[src/rtl/csa_accum_seq_if.sv]
// Operand/result handshake bundle for csa_accum_seq.
// Latency: none (wires only).
// Backpressure: in_ready gates operands, out_ready gates the result.
interface csa_accum_seq_if #(
  parameter int W  = 8,
  parameter int SW = 16
);
  logic          in_valid;
  logic [W-1:0]  in_data;
  logic          in_last;
  logic          in_ready;
  logic          out_valid;
  logic [SW-1:0] out_data;
  logic          out_ready;
  logic [7:0]    op_cnt;
  logic          busy;

  // Producer/consumer side driving operands and taking the result.
  modport master (
    output in_valid, in_data, in_last, out_ready,
    input  in_ready, out_valid, out_data, op_cnt, busy
  );

  // Accumulator side.
  modport slave (
    input  in_valid, in_data, in_last, out_ready,
    output in_ready, out_valid, out_data, op_cnt, busy
  );
endinterface

[src/rtl/csa_accum_seq.sv]
// Frame accumulator: carry-save sums NOPS unsigned operands, one carry-propagate add at frame end.
// Latency: result valid one edge after the final operand is accepted; min NOPS+2 cycles per frame.
// Backpressure: in_ready low while the result is resolved/held; result held until out_ready.
// Optional feature macro CSA_SEQ_LAST_EN: in_last terminates a frame early (NOPS stays the cap).
module csa_accum_seq #(
  parameter int W    = 8,
  parameter int NOPS = 10,
  parameter int SW   = 16
) (
  input  logic            clk,
  input  logic            rst_n,
  input  logic            clr,
  csa_accum_seq_if.slave  bus
);

  typedef enum logic [1:0] {IDLE, ACCUM, RESOLVE, DONE} state_t;

  localparam logic [7:0] NOPS_C = 8'(NOPS);

  state_t        state_q, state_d;
  logic [SW-1:0] sum_q, sum_d;
  logic [SW-1:0] car_q, car_d;
  logic [7:0]    cnt_q, cnt_d;
  logic [SW-1:0] out_q, out_d;

  logic          in_rdy;
  logic          accept;
  logic          frame_end;
  logic [SW-1:0] op;
  logic [SW-1:0] cy;

  assign in_rdy = (state_q == IDLE) || (state_q == ACCUM);
  assign accept = bus.in_valid && in_rdy;
  assign op     = SW'(bus.in_data);
  // Carry vector is stored unshifted; its weight is applied when it is consumed.
  assign cy     = car_q << 1;

`ifdef CSA_SEQ_LAST_EN
  assign frame_end = (cnt_q + 8'd1 == NOPS_C) || bus.in_last;
`else
  assign frame_end = (cnt_q + 8'd1 == NOPS_C);
  logic unused_in_last;
  assign unused_in_last = bus.in_last;
`endif

  assign bus.in_ready  = in_rdy;
  assign bus.out_valid = (state_q == DONE);
  assign bus.out_data  = out_q;
  assign bus.op_cnt    = cnt_q;
  assign bus.busy      = (state_q != IDLE);

  // State and datapath registers; reset discards any partial frame.
  always_ff @(posedge clk or negedge rst_n) begin
    if (!rst_n) begin
      state_q <= IDLE;
      sum_q   <= '0;
      car_q   <= '0;
      cnt_q   <= '0;
      out_q   <= '0;
    end else begin
      state_q <= state_d;
      sum_q   <= sum_d;
      car_q   <= car_d;
      cnt_q   <= cnt_d;
      out_q   <= out_d;
    end
  end

  // Next-state and datapath update; clr overrides every other transition.
  always_comb begin
    state_d = state_q;
    sum_d   = sum_q;
    car_d   = car_q;
    cnt_d   = cnt_q;
    out_d   = out_q;

    case (state_q)
      IDLE, ACCUM: begin
        if (accept) begin
          sum_d   = sum_q ^ cy ^ op;
          car_d   = (sum_q & cy) | (sum_q & op) | (cy & op);
          cnt_d   = cnt_q + 8'd1;
          state_d = frame_end ? RESOLVE : ACCUM;
        end
      end
      RESOLVE: begin
        out_d   = sum_q + (car_q << 1);
        state_d = DONE;
      end
      DONE: begin
        if (bus.out_ready) begin
          sum_d   = '0;
          car_d   = '0;
          cnt_d   = '0;
          out_d   = '0;
          state_d = IDLE;
        end
      end
      default: state_d = IDLE;
    endcase

    if (clr) begin
      sum_d   = '0;
      car_d   = '0;
      cnt_d   = '0;
      out_d   = '0;
      state_d = IDLE;
    end
  end

endmodule

[src/flat_wrapper.sv]
// flat-port wrapper written by rule: the top's interface ports become plain ports
module csa_accum_seq_flat 
#(
  parameter int W    = 8,
  parameter int NOPS = 10,
  parameter int SW   = 16
)
  (clk, rst_n, clr, bus_in_valid, bus_in_data, bus_in_last, bus_out_ready, bus_in_ready, bus_out_valid, bus_out_data, bus_op_cnt, bus_busy);
  csa_accum_seq_if #(.W(W), .SW(SW)) bus_i ();
  input  logic clk;
  input  logic rst_n;
  input  logic clr;
  input wire logic [$bits(bus_i.in_valid)-1:0] bus_in_valid;
  input wire logic [$bits(bus_i.in_data)-1:0] bus_in_data;
  input wire logic [$bits(bus_i.in_last)-1:0] bus_in_last;
  input wire logic [$bits(bus_i.out_ready)-1:0] bus_out_ready;
  output wire logic [$bits(bus_i.in_ready)-1:0] bus_in_ready;
  output wire logic [$bits(bus_i.out_valid)-1:0] bus_out_valid;
  output wire logic [$bits(bus_i.out_data)-1:0] bus_out_data;
  output wire logic [$bits(bus_i.op_cnt)-1:0] bus_op_cnt;
  output wire logic [$bits(bus_i.busy)-1:0] bus_busy;
  assign bus_i.in_valid = bus_in_valid;
  assign bus_i.in_data = bus_in_data;
  assign bus_i.in_last = bus_in_last;
  assign bus_i.out_ready = bus_out_ready;
  assign bus_in_ready = bus_i.in_ready;
  assign bus_out_valid = bus_i.out_valid;
  assign bus_out_data = bus_i.out_data;
  assign bus_op_cnt = bus_i.op_cnt;
  assign bus_busy = bus_i.busy;
  csa_accum_seq #(.W(W), .NOPS(NOPS), .SW(SW)) u_core (.clk(clk), .rst_n(rst_n), .clr(clr), .bus(bus_i));
endmodule
[config.mk]
export PLATFORM = sky130hd
export DESIGN_NAME = csa_accum_seq_flat
export DESIGN_NICKNAME = d
export VERILOG_FILES = /design/src/rtl/csa_accum_seq_if.sv /design/src/rtl/csa_accum_seq.sv /design/src/flat_wrapper.sv
export SDC_FILE = /design/constraint.sdc
export NUM_CORES = 1
export LEC_CHECK = 0
export BUFFER_PORTS_ARGS = -buffer_cell sky130_fd_sc_hd__buf_2
export CAP_MARGIN = 30
export CORE_MARGIN = 1.5
export CORE_UTILIZATION = 55
export DETAILED_ROUTE_END_ITERATION = 12
export PLACE_DENSITY = 0.85
export REMOVE_ABC_BUFFERS = 1
export SYNTH_ARGS = -nofsm -noshare
export SYNTH_HDL_FRONTEND = slang
export SYNTH_SLANG_ARGS = --single-unit
[constraint.sdc]
create_clock -name clk -period 4 [get_ports clk]
set_clock_uncertainty 0.1 [all_clocks]
set_input_delay 1 -clock clk [delete_from_list [all_inputs] [get_ports clk]]
set_output_delay 1 -clock clk [all_outputs]
set_load 0.02 [all_outputs]
==> Yosys cells after proc, flatten, opt, wreduce, memory -nomap -nowiden <==
Cells that the tools add are included.
{ "totals": {"regBits": 57} }
{ "classes": {"n_addsub": 2, "n_eq_ne": 6, "n_mux": 18, "n_bitwise": 7, "reduce_logical": 10} }
{ "ops": {"columns": ["cell", "n"], "rows": [
  ["$mux 16", 4],
  ["$pmux 16 s2", 2],
  ["$and 15x8->15", 2],
  ["$mux 15", 2],
  ["$or 15x15->15", 2],
  ["$pmux 15 s2", 1],
  ["$mux 8", 3],
  ["$add 16x16->16", 1],
  ["$pmux 8 s2", 1],
  ["$xor 16x16->16", 1],
  ["$xor 16x8->16", 1],
  ["$and 15x15->15", 1],
  ["$add 8x1->8 const B", 1],
  ["$eq 8x4->1 const B", 1],
  ["$mux 2", 4],
  ["$pmux 2 s3", 1],
  ["$reduce_bool 3->1", 2],
  ["$eq 2x2->1 const B", 2],
  ["$reduce_and 2->1", 2],
  ["$ne 3x2->1 const B", 1],
  ["$ne 3x3->1 const B", 1],
  ["$reduce_and 3->1", 1],
  ["$eq 2x1->1 const B", 1],
  ["$logic_not 2->1", 1],
  ["other kinds (4)", 4]
]} }

==> Depth between registers and ports, before layout <==
{ "logic_depth": {"word_depth": 6, "depth_mapped": 7} }

==> Worst setup path after synthesis <==
No wires, ideal clock.
{ "synth_timing": {"path_kind": "input-to-reg", "startpoint": "input port clr", "endpoint": "register u_core.out_q[14] (netlist: u_core.bus.out_data[14])", "arrival_time_ns": 2.055, "required_ns": 3.831, "slack_ns": 1.776, "stages": 4, "n_path_buf": 1, "path_cell_list": "clkbuf_1 > or3_1 > or4_1 > nand3_1"} }
{ "synth_via": {"elab_chain_len": 2, "word_cells_on_any_way": 4} }
{ "synth_lines": {"columns": ["item", "line_no", "source"], "rows": [
  ["from (decl)", "flat_wrapper.sv:12", "input logic clr;"],
  ["$ne 3x3->1 (no line) / $reduce_bool 3->1 (equally long branches)", null, null],
  ["$reduce_and 2->1 (no line)", null, null],
  ["to (signal assigned)", "csa_accum_seq.sv:65", "out_q <= out_d;"],
  ["to (decl)", "csa_accum_seq.sv:24", "logic [SW-1:0] out_q, out_d;"]
]} }
Several ways; a longest one is shown, not always the timed one.
A chain may end at the register's enable or synchronous reset.

==> Worst setup path in the final report <==
{ "layout_timing": {"startpoint": "register u_core.state_q[1]", "endpoint": "output port bus_busy"} }
{ "layout_via": {"elab_chain_len": 1} }
{ "layout_lines": {"columns": ["item", "line_no", "source"], "rows": [
  ["from (decl)", "csa_accum_seq.sv:20", "state_t state_q, state_d;"],
  ["from (signal assigned)", "csa_accum_seq.sv:61", "state_q <= state_d;"],
  ["$reduce_bool 2->1", "csa_accum_seq.sv:50", "assign bus.busy = (state_q != IDLE);"],
  ["to (decl)", "flat_wrapper.sv:21", "output wire logic [$bits(bus_i.busy)-1:0] bus_busy;"]
]} }
No other way between the ends.

==> flow_metrics.py <==
metrics = {
    "run_status": {
        "outcome": "completed",
    },
    "power_and_ir_drop": {
        "power.share.clock": 0.424,
        "p_sw_frac": 0.266,
        "p_comb_frac": 0.115,
        "power_density_mw_per_mm2": 373,
        "internal_power_mw": 0.998,
        "irDropWorstVdd_mv": 0.270,
        "power.leakage_nw": 1.81,
        "power_frac_seq": 0.461,
        "switchingPower_mw": 0.361,
        "finalPower_mw": 1.36,
    },
    "synthesis": {
        "netlist_area_mm2": 0.00316,
        "postSynthAreaPerCell_um2": 9.83,
        "netlist-cell-type-count": 46,
        "synth_ff_type": "dfrtp_1",
        "synth-seq-cells": 57,
        "synth_seq_area_share": 0.451,
        "yosys_warnings": 0,
        "ys_async_sr_fraction": 1.00,
        "synth_edf_count": 0,
        "synth_cells": 322,
    },
    "cts": {
        "tritoncts.num_buffers": 9,
        "cts_num_sinks": 57,
        "cts_hold_buffers": 0,
        "cts.path.max_buffers": 2,
        "cts_tree": "built",
        "cts_max_level": 3,
        "clock_tree.root_cell": "clkbuf_8",
        "post_cts_resize_count": 0,
        "clk_pin_slew_ps": 70,
        "post-cts-setup-buffer-count": 0,
        "worst_skew_pair.late_latency_ps": 340,
    },
    "floorplan": {
        "chipHeight_um": 78.9,
        "core_mm2": 0.00554,
        "dieWidth_um": 78.9,
        "die_area_mm2": 0.00622,
        "start_util": 0.571,
        "io_pins": 41,
        "rows": 27,
    },
    "grt": {
        "first_pass_grt_wire_length_mm": 11.5,
        "globalRouteTotalUtil": 0.240,
        "grt_overflow_total": 0,
        "grt_antenna_before_repair": 0,
        "vias_in_the_first_global_route": 2501,
        "maximum_number_of_pins_on_one_net_before_global_route_repair": 44,
    },
    "critical_path": {
        "cp_cell_sequence": "or2_2 -> buf_2",
        "slowest_delay_ps": 440,
        "crit_path_max_fanout": 7,
        "worst_path_max_delay_cell": "dfrtp_1",
        "cp_num_buf_inv": 1,
        "critical_path.top_delay_family": "flip-flops",
        "cp_data_required_time_ps": 2900,
        "critPathKind": "reg -> out",
        "arrival_ps": 1270,
        "setup.worst_path.start_class": "register",
        "end_kind": "output pin",
    },
    "sta": {
        "worst_slew_pin_slew_ps": 634,
        "layout_worst_path_cycle_share": 0.593,
        "timing.final.crit_period_ps": 2370,
        "final-setup-viol-count": 0,
        "setup_total_negative_slack_ps": 0,
        "setup_ws_ps": 1630,
        "grt_setup_unrepaired": "false",
        "fmaxAchievable_ghz": 0.422,
        "final_number_of_max_transition_violations": 0,
        "max-slew-margin-rel": 0.575,
        "hold_viol_final": 0,
    },
    "layout": {
        "area.sequential_mm2": 0.00143,
        "area_growth_pct": 15.0,
        "layout_common_cells": "nand2_1 (57), dfrtp_1 (57), buf_2 (39), o21ai_0 (38), a22o_1 (20)",
        "drive_above_1_share": 0.184,
        "nFillCells": 439,
        "number_of_nets_in_the_finished_design": 399,
        "antenna_cells_inserted": 0,
        "multi_input_area_mm2": 0.00166,
        "fin_area_mm2": 0.00364,
        "finish.cell_count_without_fillers": 437,
    },
    "route": {
        "detail_route.first_pass.iterations": 4,
        "routedWlPerCell_um": 15.2,
        "post_drt_via_cell_ratio": 5.86,
        "drt.antenna.violating_nets": 0,
        "remaining_drc_errors": 0,
        "vias": 2559,
        "drt_iter0_markers": 196,
        "routed_wirelength_mm": 6.66,
    },
    "place": {
        "placed_cells_incl_taps": 421,
        "dpl.hpwl_mm": 4.55,
        "detailedPlace.worstSlack_ps": 1410,
        "placed_instance_area_mm2": 0.00342,
        "io_buffers": 39,
        "gp_congestion": 0.851,
    },
    "worst_hold_path": {
        "min-delay-path-class": "reg -> reg",
    },
    "job": {
        "max_cap_viol_count": 0,
    },
}
## tightest hold or removal path, stage by stage (launching register included)
cell and delay [ps]:
dfrtp_1 340, nand2_1 50, o21ai_0 60
## stage by stage
stage                      util  hold WS [ps]
after floorplan               -           354
after global placement    0.618           358
after detailed placement  0.618           368
after CTS                 0.657           382
after global routing      0.657           405
final                     0.657           378
## logic make-up after synthesis
group                    count (synthesis)  synth area share
AND/OR/NAND/NOR                        105             0.151
AO/OA/AOI/OAI                           99             0.213
flip-flops                              57             0.451
adder cells (fa/ha/maj)                 25             0.118
buffers and inverters                   21            0.0261
XOR/XNOR                                14            0.0388
multiplexers                             1           0.00316
## layer usage
layer | share of wire | wire, um | vias up | GRT usage
met4 | 0.021 | 138 | 0 | 0.121
met1 | 0.44 | 2960 | 1239 | 0.309
met3 | 0.049 | 328 | 13 | 0.0402
met2 | 0.48 | 3230 | 72 | 0.393
met5 | 0 | 0 | - | 0
li1 | - | - | 1235 | -
## worst paths after layout
path                                         from                 endpoint  slack, ps  cells after the start
setup / recovery                u_core.state_q[1]                 bus_busy       1630                      2
hold / removal             u_core.bus.out_data[1]   u_core.bus.out_data[1]        380                      2
setup reg to reg                  u_core.car_q[0]  u_core.bus.out_data[15]       1640                      7
hold reg to reg            u_core.bus.out_data[1]   u_core.bus.out_data[1]        380                      2
max in group asynchronous                   rst_n   u_core.bus.out_data[7]       2430                      2
min in group asynchronous                   rst_n   u_core.bus.out_data[3]        520                      1
## flip-flops by register name, indices dropped and copies added (netlist names)
register and count:
u_core.sum_q 16, u_core.bus.op_cnt 8, u_core.car_q 15, u_core.state_q 2, u_core.bus.out_data 16
## Yosys cell counts, types with 2 or more instances
cell type / number / area share
a211oi_1: 5 / 0.012
o21ai_0: 38 / 0.060
nand4_1: 5 / 0.0099
nand2b_1: 2 / 0.0040
nor2_1: 11 / 0.013
nand3_1: 12 / 0.019
xor2_1: 11 / 0.030
nor3_1: 4 / 0.0063
xnor2_1: 3 / 0.0083
a21o_1: 6 / 0.014
o21a_1: 2 / 0.0047
a31oi_1: 2 / 0.0040
a22o_1: 20 / 0.055
clkbuf_1: 13 / 0.015
dfrtp_1: 57 / 0.45
a21oi_1: 10 / 0.016
a211o_1: 2 / 0.0055
or3_1: 3 / 0.0059
inv_1: 4 / 0.0047
buf_2: 3 / 0.0047
fa_1: 8 / 0.051
ha_1: 17 / 0.067
nor2b_1: 4 / 0.0079
or2_2: 2 / 0.0040
nand2_1: 57 / 0.068
## layout make-up
cell class,instances,share of cell area
inverter,4,0.00413
clock inverter,4,0.0138
multi-input combinational,244,0.456
clock buffer,12,0.0454
tap,72,0.0248
sequential,57,0.392
timing repair buffer,44,0.0639
## power groups by stage
stage	registers [mW]	clock network, mW	logic [mW]
floorplan	0.640	0	0.0944
finish	0.627	0.576	0.156
CTS	0.627	0.580	0.158
global route	0.631	0.605	0.181
detailed placement	0.637	0	0.157
global placement	0.635	0	0.151
Power figures use the tool's default switching activity.
